==> src/rtl/sram_ctrl_pkg.sv <==
// sram_ctrl_pkg: shared types and defaults for the two-beat 16-bit SRAM controller.
package sram_ctrl_pkg;
    typedef enum logic [1:0] {IDLE, LOW, HIGH, DONE} state_e;
    localparam int unsigned DEF_BASE_ADDR   = 1024;
    localparam int          DEF_HALF_CYCLES = 2;
    localparam int          DQ_W            = 16;
endpackage

==> src/rtl/sram_ctrl_read_buf.sv <==
// sram_ctrl_read_buf: one-entry last-read tag (valid + word index) with hit compare.
module sram_ctrl_read_buf #(
    parameter int IW = 17
) (
    input  logic          clk,
    input  logic          rst,
    input  logic          set_i,
    input  logic          clr_i,
    input  logic [IW-1:0] set_idx_i,
    input  logic [IW-1:0] look_idx_i,
    output logic          hit_o
);
    logic          valid_q;
    logic [IW-1:0] idx_q;

    assign hit_o = valid_q && idx_q == look_idx_i;

    always_ff @(posedge clk or negedge rst) begin
        if (!rst) begin
            valid_q <= 1'b0;
            idx_q   <= '0;
        end else if (clr_i) begin
            valid_q <= 1'b0;
        end else if (set_i) begin
            valid_q <= 1'b1;
            idx_q   <= set_idx_i;
        end
    end
endmodule

==> src/rtl/sram_ctrl.sv <==
// sram_ctrl: 32-bit load/store over a 16-bit async SRAM in two half-word accesses.
// Define SRAM_CTRL_READ_BUF_EN to add a one-entry last-read buffer.
module sram_ctrl
    import sram_ctrl_pkg::*;
#(
    parameter int unsigned BASE_ADDR   = DEF_BASE_ADDR,
    parameter int          HALF_CYCLES = DEF_HALF_CYCLES,
    parameter int          SRAM_AW     = 18
) (
    input  logic               clk,
    input  logic               rst,
    input  logic               rd_en,
    input  logic               wr_en,
    input  logic [31:0]        address,
    input  logic [31:0]        write_data,
    output logic [31:0]        read_data,
    output logic               ready,
    output logic [SRAM_AW-1:0] sram_addr,
    output logic [DQ_W-1:0]    sram_dq_o,
    input  logic [DQ_W-1:0]    sram_dq_i,
    output logic               sram_dq_oe,
    output logic               sram_we_n
);
    localparam int BW = $clog2(HALF_CYCLES);
    localparam int IW = SRAM_AW - 1;
    localparam logic [BW-1:0] LAST = BW'(HALF_CYCLES - 1);

    state_e             state_q, state_d;
    logic [BW-1:0]      beat_q, beat_d;
    logic [IW-1:0]      idx_q, idx_d, req_idx;
    logic               wr_q, wr_d;
    logic [31:0]        wdata_q, wdata_d, off;
    logic [DQ_W-1:0]    lo_q, dq_q, dq_d;
    logic [31:0]        read_data_q;
    logic [SRAM_AW-1:0] addr_q, addr_d;
    logic               oe_q, oe_d, we_n_q, we_n_d;
    logic               req, hit, last, start, rd_done, active_d, hi_d;
    logic               unused_off;

    assign off        = address - BASE_ADDR;
    assign req_idx    = off[SRAM_AW:2];
    assign unused_off = ^{off[31:SRAM_AW+1], off[1:0]};
    assign req        = rd_en | wr_en;
    assign last       = beat_q == LAST;
    assign start      = state_q == IDLE && req && !hit;
    assign rd_done    = state_q == HIGH && last && !wr_q;
    assign ready      = state_q == IDLE ? (!req || hit) : state_q == DONE;

`ifdef SRAM_CTRL_READ_BUF_EN
    logic buf_hit;

    sram_ctrl_read_buf #(.IW(IW)) u_read_buf (
        .clk        (clk),
        .rst        (rst),
        .set_i      (rd_done),
        .clr_i      (start && wr_en),
        .set_idx_i  (idx_q),
        .look_idx_i (req_idx),
        .hit_o      (buf_hit)
    );

    assign hit = state_q == IDLE && rd_en && !wr_en && buf_hit;
`else
    assign hit = 1'b0;
`endif

    // Pad outputs are registered from next-state values so they line up with the beat they belong to.
    always_comb begin
        idx_d    = start ? req_idx : idx_q;
        wr_d     = start ? wr_en : wr_q;
        wdata_d  = start ? write_data : wdata_q;
        state_d  = state_q == IDLE ? (start ? LOW : IDLE) :
                   state_q == LOW  ? (last ? HIGH : LOW) :
                   state_q == HIGH ? (last ? DONE : HIGH) : IDLE;
        beat_d   = (state_d == state_q && (state_q == LOW || state_q == HIGH)) ? beat_q + 1'b1 : '0;
        active_d = state_d == LOW || state_d == HIGH;
        hi_d     = state_d == HIGH;
        addr_d   = active_d ? {idx_d[IW-1:0], hi_d} : addr_q;
        oe_d     = active_d && wr_d;
        we_n_d   = !(oe_d && beat_d != LAST);
        dq_d     = oe_d ? (hi_d ? wdata_d[31:16] : wdata_d[15:0]) : dq_q;
    end

    always_ff @(posedge clk or negedge rst) begin
        if (!rst) begin
            state_q     <= IDLE;
            beat_q      <= '0;
            idx_q       <= '0;
            wr_q        <= 1'b0;
            wdata_q     <= '0;
            lo_q        <= '0;
            read_data_q <= '0;
            addr_q      <= '0;
            dq_q        <= '0;
            oe_q        <= 1'b0;
            we_n_q      <= 1'b1;
        end else begin
            state_q <= state_d;
            beat_q  <= beat_d;
            idx_q   <= idx_d;
            wr_q    <= wr_d;
            wdata_q <= wdata_d;
            addr_q  <= addr_d;
            dq_q    <= dq_d;
            oe_q    <= oe_d;
            we_n_q  <= we_n_d;
            if (state_q == LOW && last)
                lo_q <= sram_dq_i;
            if (rd_done)
                read_data_q <= {sram_dq_i, lo_q};
        end
    end

    assign read_data  = read_data_q;
    assign sram_addr  = addr_q;
    assign sram_dq_o  = dq_q;
    assign sram_dq_oe = oe_q;
    assign sram_we_n  = we_n_q;
endmodule

==> config.mk <==
export PLATFORM = sky130hd
export DESIGN_NAME = sram_ctrl
export DESIGN_NICKNAME = d
export VERILOG_FILES = /design/src/rtl/sram_ctrl_pkg.sv /design/src/rtl/sram_ctrl_read_buf.sv /design/src/rtl/sram_ctrl.sv
export SDC_FILE = /design/constraint.sdc
export NUM_CORES = 1
export LEC_CHECK = 0
export ABC_AREA = 1
export CAP_MARGIN = 20
export CORE_MARGIN = 2
export CORE_UTILIZATION = 33
export CTS_BUF_LIST = sky130_fd_sc_hd__clkbuf_4 sky130_fd_sc_hd__clkbuf_8
export CTS_CLUSTER_SIZE = 16
export DETAILED_ROUTE_END_ITERATION = 8
export GPL_ROUTABILITY_DRIVEN = 0
export PLACE_DENSITY_LB_ADDON = 0.25
export SLEW_MARGIN = 20
export SYNTH_ARGS = -nofsm -noshare
export SYNTH_HDL_FRONTEND = slang
export SYNTH_HIERARCHICAL = 1
export SYNTH_SLANG_ARGS = --single-unit
==> constraint.sdc <==
create_clock -name clk -period 2.58 [get_ports clk]
set_input_delay 0.258 -clock clk [delete_from_list [all_inputs] [get_ports clk]]
set_output_delay 0.258 -clock clk [all_outputs]
set_load 0.005 [all_outputs]
Word level (Yosys, flattened, before mapping)
Index checks and enable logic that the tools add are counted.
{"block": "word_totals", "reg_bits": 137, "input_bits": 84, "output_inout_bits": 69, "elab_cells": 46}
{"block": "op_classes", "addsub": 2, "eq_ne": 6, "muxes": 12, "n_bitwise": 2, "n_reduce_logical": 13}
{"operator": "two-way mux 32 bit", "count": 1}
{"operator": "subtractor 19 x 11 -> 19 bit (second input constant)", "count": 1}
{"operator": "two-way mux 17 bit", "count": 1}
{"operator": "two-way mux 16 bit", "count": 1}
{"operator": "two-way mux 2 bit", "count": 4}
{"operator": "logical AND 1 bit", "count": 7}
{"operator": "equality test 2 bit (second input constant)", "count": 3}
{"operator": "two-way mux 1 bit", "count": 5}
{"operator": "equality test 2 x 1 -> 1 bit (second input constant)", "count": 2}
{"operator": "logical NOT 1 bit", "count": 3}
{"operator": "equality test 2 bit", "count": 1}
{"operator": "logical NOT 2 bit", "count": 1}
{"operator": "logical OR 1 bit", "count": 2}
{"operator": "adder 1 bit (second input constant)", "count": 1}
{"operator": "inverter 1 bit", "count": 1}
{"operator": "OR 1 bit", "count": 1}

Logic depth before layout (Yosys ltp)
{"block": "depth", "depth_word": 10, "ltp_mapped": 14, "mapped_depth_nobuf": 12}

Worst setup path after synthesis
No wires, ideal clock.
{"block": "synth_timing", "path_type": "flip-flop to flip-flop", "startpoint": "register state_q[1]", "endpoint": "register addr_q[12] (netlist: sram_addr[12])", "setup_time_ns": 0.124, "t_arrival_ns": 2.127, "required_ns": 2.456, "slack_ns": 0.329, "stages_incl_launch_ff": 11, "path_buffers": 2, "synth_period_minus_slack_ns": 2.251, "path_cell_list": "dfrtp_1 inv_1 ha_1 nand2_1 clkbuf_1 o21ai_0 ha_1 clkinv_1 clkbuf_1 o211ai_1 nand2_1"}
{"block": "synth_via", "elab_chain_len": 6, "word_cells_on_any_way": 12, "classes_between": "eq/ne: 4; mux: 5; reduce/logical: 3"}
{"element": "from (decl)", "line_no": "sram_ctrl.sv:28", "text": "state_e state_q, state_d;"}
{"element": "from (signal assigned)", "line_no": "sram_ctrl.sv:98", "text": "state_q <= state_d;"}
{"element": "equality test 2 bit", "line_no": "sram_ctrl.sv:74", "text": "state_q == HIGH ? (last ? DONE : HIGH) : IDLE;"}
{"element": "two-way mux 2 bit", "line_no": "sram_ctrl.sv:74"}
{"element": "two-way mux 2 bit", "line_no": "sram_ctrl.sv:73", "text": "state_q == LOW ? (last ? HIGH : LOW) :"}
{"element": "two-way mux 2 bit (*)", "line_no": "sram_ctrl.sv:72", "text": "state_d = state_q == IDLE ? (start ? LOW : IDLE) :"}
{"element": "via state_d[1]", "line_no": "sram_ctrl.sv:28"}
{"element": "equality test 2 x 1 -> 1 bit / equality test 2 bit (equally long branches)", "line_no": "sram_ctrl.sv:76", "text": "active_d = state_d == LOW || state_d == HIGH;"}
{"element": "logical OR 1 bit (*)", "line_no": "sram_ctrl.sv:76"}
{"element": "to (signal assigned)", "line_no": "sram_ctrl.sv:103", "text": "addr_q <= addr_d;"}
{"element": "to (decl)", "line_no": "sram_ctrl.sv:35", "text": "logic [SRAM_AW-1:0] addr_q, addr_d;"}
The timed path passes the listed nets; every way through them passes the cells marked *.
A chain may end at the register's enable or synchronous reset.

Worst setup path in the final report
{"block": "layout_timing", "startpoint": "register state_q[0]", "endpoint": "output ready"}
{"block": "layout_via", "elab_chain_len": 2, "word_cells_on_any_way": 3, "classes_between": "eq/ne: 1; mux: 1; reduce/logical: 1"}
{"element": "equality test 2 bit / logical NOT 2 bit (equally long branches)", "line_no": "sram_ctrl.sv:47", "text": "assign ready = state_q == IDLE ? (!req || hit) : state_q == DONE;"}
{"element": "two-way mux 1 bit (*)", "line_no": "sram_ctrl.sv:47"}
{"element": "to (decl)", "line_no": "sram_ctrl.sv:17", "text": "output logic ready,"}
Every way passes the cells marked *; elsewhere a longest branch is shown, timed or not.

==> summary.txt <==
Library cells used by synthesis - 26
Initial antenna violation count - 0
Clock tree sinks - 137
Core Region - 16600 um2
Largest net degree at the start of global routing - 73
FMAX - 0.418 GHz
IO Count - 153
Clk buf depth - 2
Hold Path Class - input pin to asynchronous set/reset pin
Vias - 4495
Seq cells post-synth - 137
Most common cell after layout, fill and taps aside - nand2_1
Initial Util - 33.8%
Synth Net Count - 694
FP Rows - 47
XOR/XNOR Fraction of Synth Area - 0.156%
Crit-path cells - inv_1 -> ha_1 -> o21ai_4 -> buf_6 -> inv_6 -> nor2_1 -> clkdlybuf4s50_1
Worst-Skew Late Latency - 0.45 ns
Mapped Area - 5610 um2
Root Buffer - clkbuf_8
Worst Tran Pin Value - 0.667 ns
# DRC - 0
Final non-filler cell total - 983
Worst Path Required - 2.32 ns
Grt total ovfl - 0
Post-DR wirelength/cell - 13.7 um
WL final - 13.4 mm
Die height - 134 um
Synthesis-to-layout area growth - 36.7%
Detail Route Antenna Nets - 0
Final #Nets - 840
Crit path kind - flop to output pin
CP max stage delay - 0.52 ns
Clock transition at path regs - 0.08 ns
Final hold vios - 0
Post-Synth Simple-Gate Area - 23.7%
Flop2flop setup slack - 0.31 ns
Setup TNS - 0 ns
Leakage power - 3.78 nW
DR pass1 iterations - 5
Status - complete, no violations
Rel. slew slack - 55.6%
Total CTS buffers - 17
CP startpoint - state_q[0]
Area of the multi-input gates - 1910 um2
Critical Path End - ready
Synth Area in Compound Gates - 5.60%
Syn_area_per_cell - 9.29 um2
CP startpoint kind - flop
FF-to-FF End - sram_addr[5]
Vias per cell - 4.57
Reg2Reg Launch Point - state_q[0]
Tcrit/Tclk final - 92.6%
Die ar. - 18100 um2
Ant. Diodes - 0
Final max-slew violation count - 0
Min cycle time layout - 2.39 ns
CP max FO - 19
CP max stage cell - clkdlybuf4s50_1
Die Wd - 134 um
Gr usage total - 15.9%
RSZ-0062 raised after global routing - no
Worst clock skew - 0.00805 ns
Worst VDD drop - 0.000506 V
Mux cell area share after synthesis - 3.21%
Most frequent cells in the layout - 231 x nand2_1, 136 x dfrtp_1, 136 x clkdlybuf4s50_1
First-pass GRT wire length - 22.4 mm
Reg2Reg Depth - 11
Synth warn - 6
1st-iter DRT viols - 297
Gate Count Post-Synth - 604
Filler cells - 1593
CP Capture Type - output pin
H-tree depth - 4
Post-Synth Adder-Cell Area - 1.34%
Share of cells above drive strength 1 - 9.70%
Worst Path Arrival - 2.13 ns
Power per Cell Area - 1270 nW/um2
Post-synthesis sequential area ratio - 61.1%
Final setup fails - 0
Max-cap violation count - 0
Register Area - 3430 um2
TritonCTS clock tree - built
# placed instances - 948
Largest family of logic cells by synthesized area - simple AND/OR/NAND/NOR gates
Detailed placement HPWL - 9.20 mm
Vias in the first global route - 4457
Port Buffers - 137
metrics by stage:
step / cell area (um2) / setup WS, ns / power [W] / hold slack, ns / util (%)
CTS: 7650 / 0.0266 / 0.00988 / 0.334 / 46.2
global route: 7670 / 0.0324 / 0.0106 / 0.344 / 46.2
detailed placement: 7250 / 0.221 / 0.00814 / 0.324 / 43.7
floorplan: 5610 / 0.329 / 0.00614 / -0.0376 / -
finish: 7670 / 0.190 / 0.00974 / 0.371 / 46.2
global placement: 7250 / 0.339 / 0.00797 / 0.307 / 43.7
report_power, final:
group	leakage (nW)	total (W)	switching, W	internal (W)
combinational	1.95	0.00439	0.00233	0.00206
clock	0.181	0.00168	0.000887	0.000790
sequential	1.65	0.00368	0.000455	0.00322
how the worst min path moves through the flow:
stage                     from             to  depth (start not counted)
finish                     rst  read_data[14]                          2
detailed placement         rst  read_data[30]                          1
floorplan                  rst         beat_q                          0
global route        address[8]       idx_q[6]                          3
CTS                 address[8]       idx_q[6]                          3
global placement           rst  read_data[14]                          1
per-layer routing:
layer	global-route usage (%)	share of wire, %	vias up	routed length [um]
met5	0	0	-	0
met4	6.55	1.8	0	239
met3	3.74	4.5	15	602
met2	24.6	47	127	6260
met1	21.4	47	2129	6330
li1	-	-	2224	-
worst max-delay path, delay by kind of cell, from the launching register on:
family / cells / cell delay (ns)
and+or+nand+nor: 1 / 0.10
adders and majority gates: 1 / 0.27
AOI/OAI and AO/OA: 1 / 0.09
buffers and inverters: 4 / 0.89
DFF: 1 / 0.35
logic make-up after synthesis:
kind of cell             after synthesis
AND/OR/NAND/NOR                      323
flip-flops                           137
buffers and inverters                 65
AO/OA/AOI/OAI                         56
multiplexers                          16
adder cells (fa/ha/maj)                6
XOR/XNOR                               1
flip-flops by register name, indices dropped and copies added, names as in the netlist:
| signal | flops |
|---|---|
| wr_q | 1 |
| wdata_q | 32 |
| state_q | 2 |
| sram_addr | 18 |
| lo_q | 16 |
| idx_q | 17 |
| read_data | 32 |
| sram_dq_oe | 1 |
| sram_dq_o | 16 |
| beat_q | 1 |
| sram_we_n | 1 |
synth_stat cells:
| cell | number | share of area [%] |
|---|---|---|
| a211oi_1 | 1 | 0.13 |
| a21oi_1 | 1 | 0.089 |
| a31oi_1 | 9 | 1.0 |
| and2_1 | 4 | 0.45 |
| buf_2 | 12 | 1.1 |
| buf_4 | 4 | 0.54 |
| clkbuf_1 | 10 | 0.67 |
| clkinv_1 | 2 | 0.13 |
| dfrtp_1 | 136 | 61 |
| dfstp_2 | 1 | 0.47 |
| ha_1 | 6 | 1.3 |
| inv_1 | 35 | 2.3 |
| inv_2 | 1 | 0.067 |
| inv_4 | 1 | 0.11 |
| mux2_2 | 16 | 3.2 |
| nand2_1 | 231 | 15 |
| nand3_1 | 63 | 5.6 |
| nor2_1 | 20 | 1.3 |
| nor2_8 | 1 | 0.36 |
| o211ai_1 | 1 | 0.13 |
| o21a_1 | 1 | 0.13 |
| o21ai_0 | 41 | 3.7 |
| o21ai_2 | 1 | 0.16 |
| o21ai_4 | 1 | 0.29 |
| or2_2 | 4 | 0.45 |
| xnor2_1 | 1 | 0.16 |
cell type report:
class | instances | share of cell area [%]
multi-input cells | 402 | 24.8
inverters | 39 | 2.01
well taps | 220 | 3.59
flip-flops and latches | 137 | 44.7
clock buffers | 18 | 3.15
repair buffers | 153 | 19.9
clock inverters | 14 | 1.81
repair_timing:
action | 4_1_cts | 5_1_grt
hold buffers | 1 | 0
setup endpoints to repair | 1 | 1
endpoints found under the hold margin | 69 | 0
buffers inserted | 1 | 1
resized for setup | 1 | 2
(Power assumes the default switching activity.)
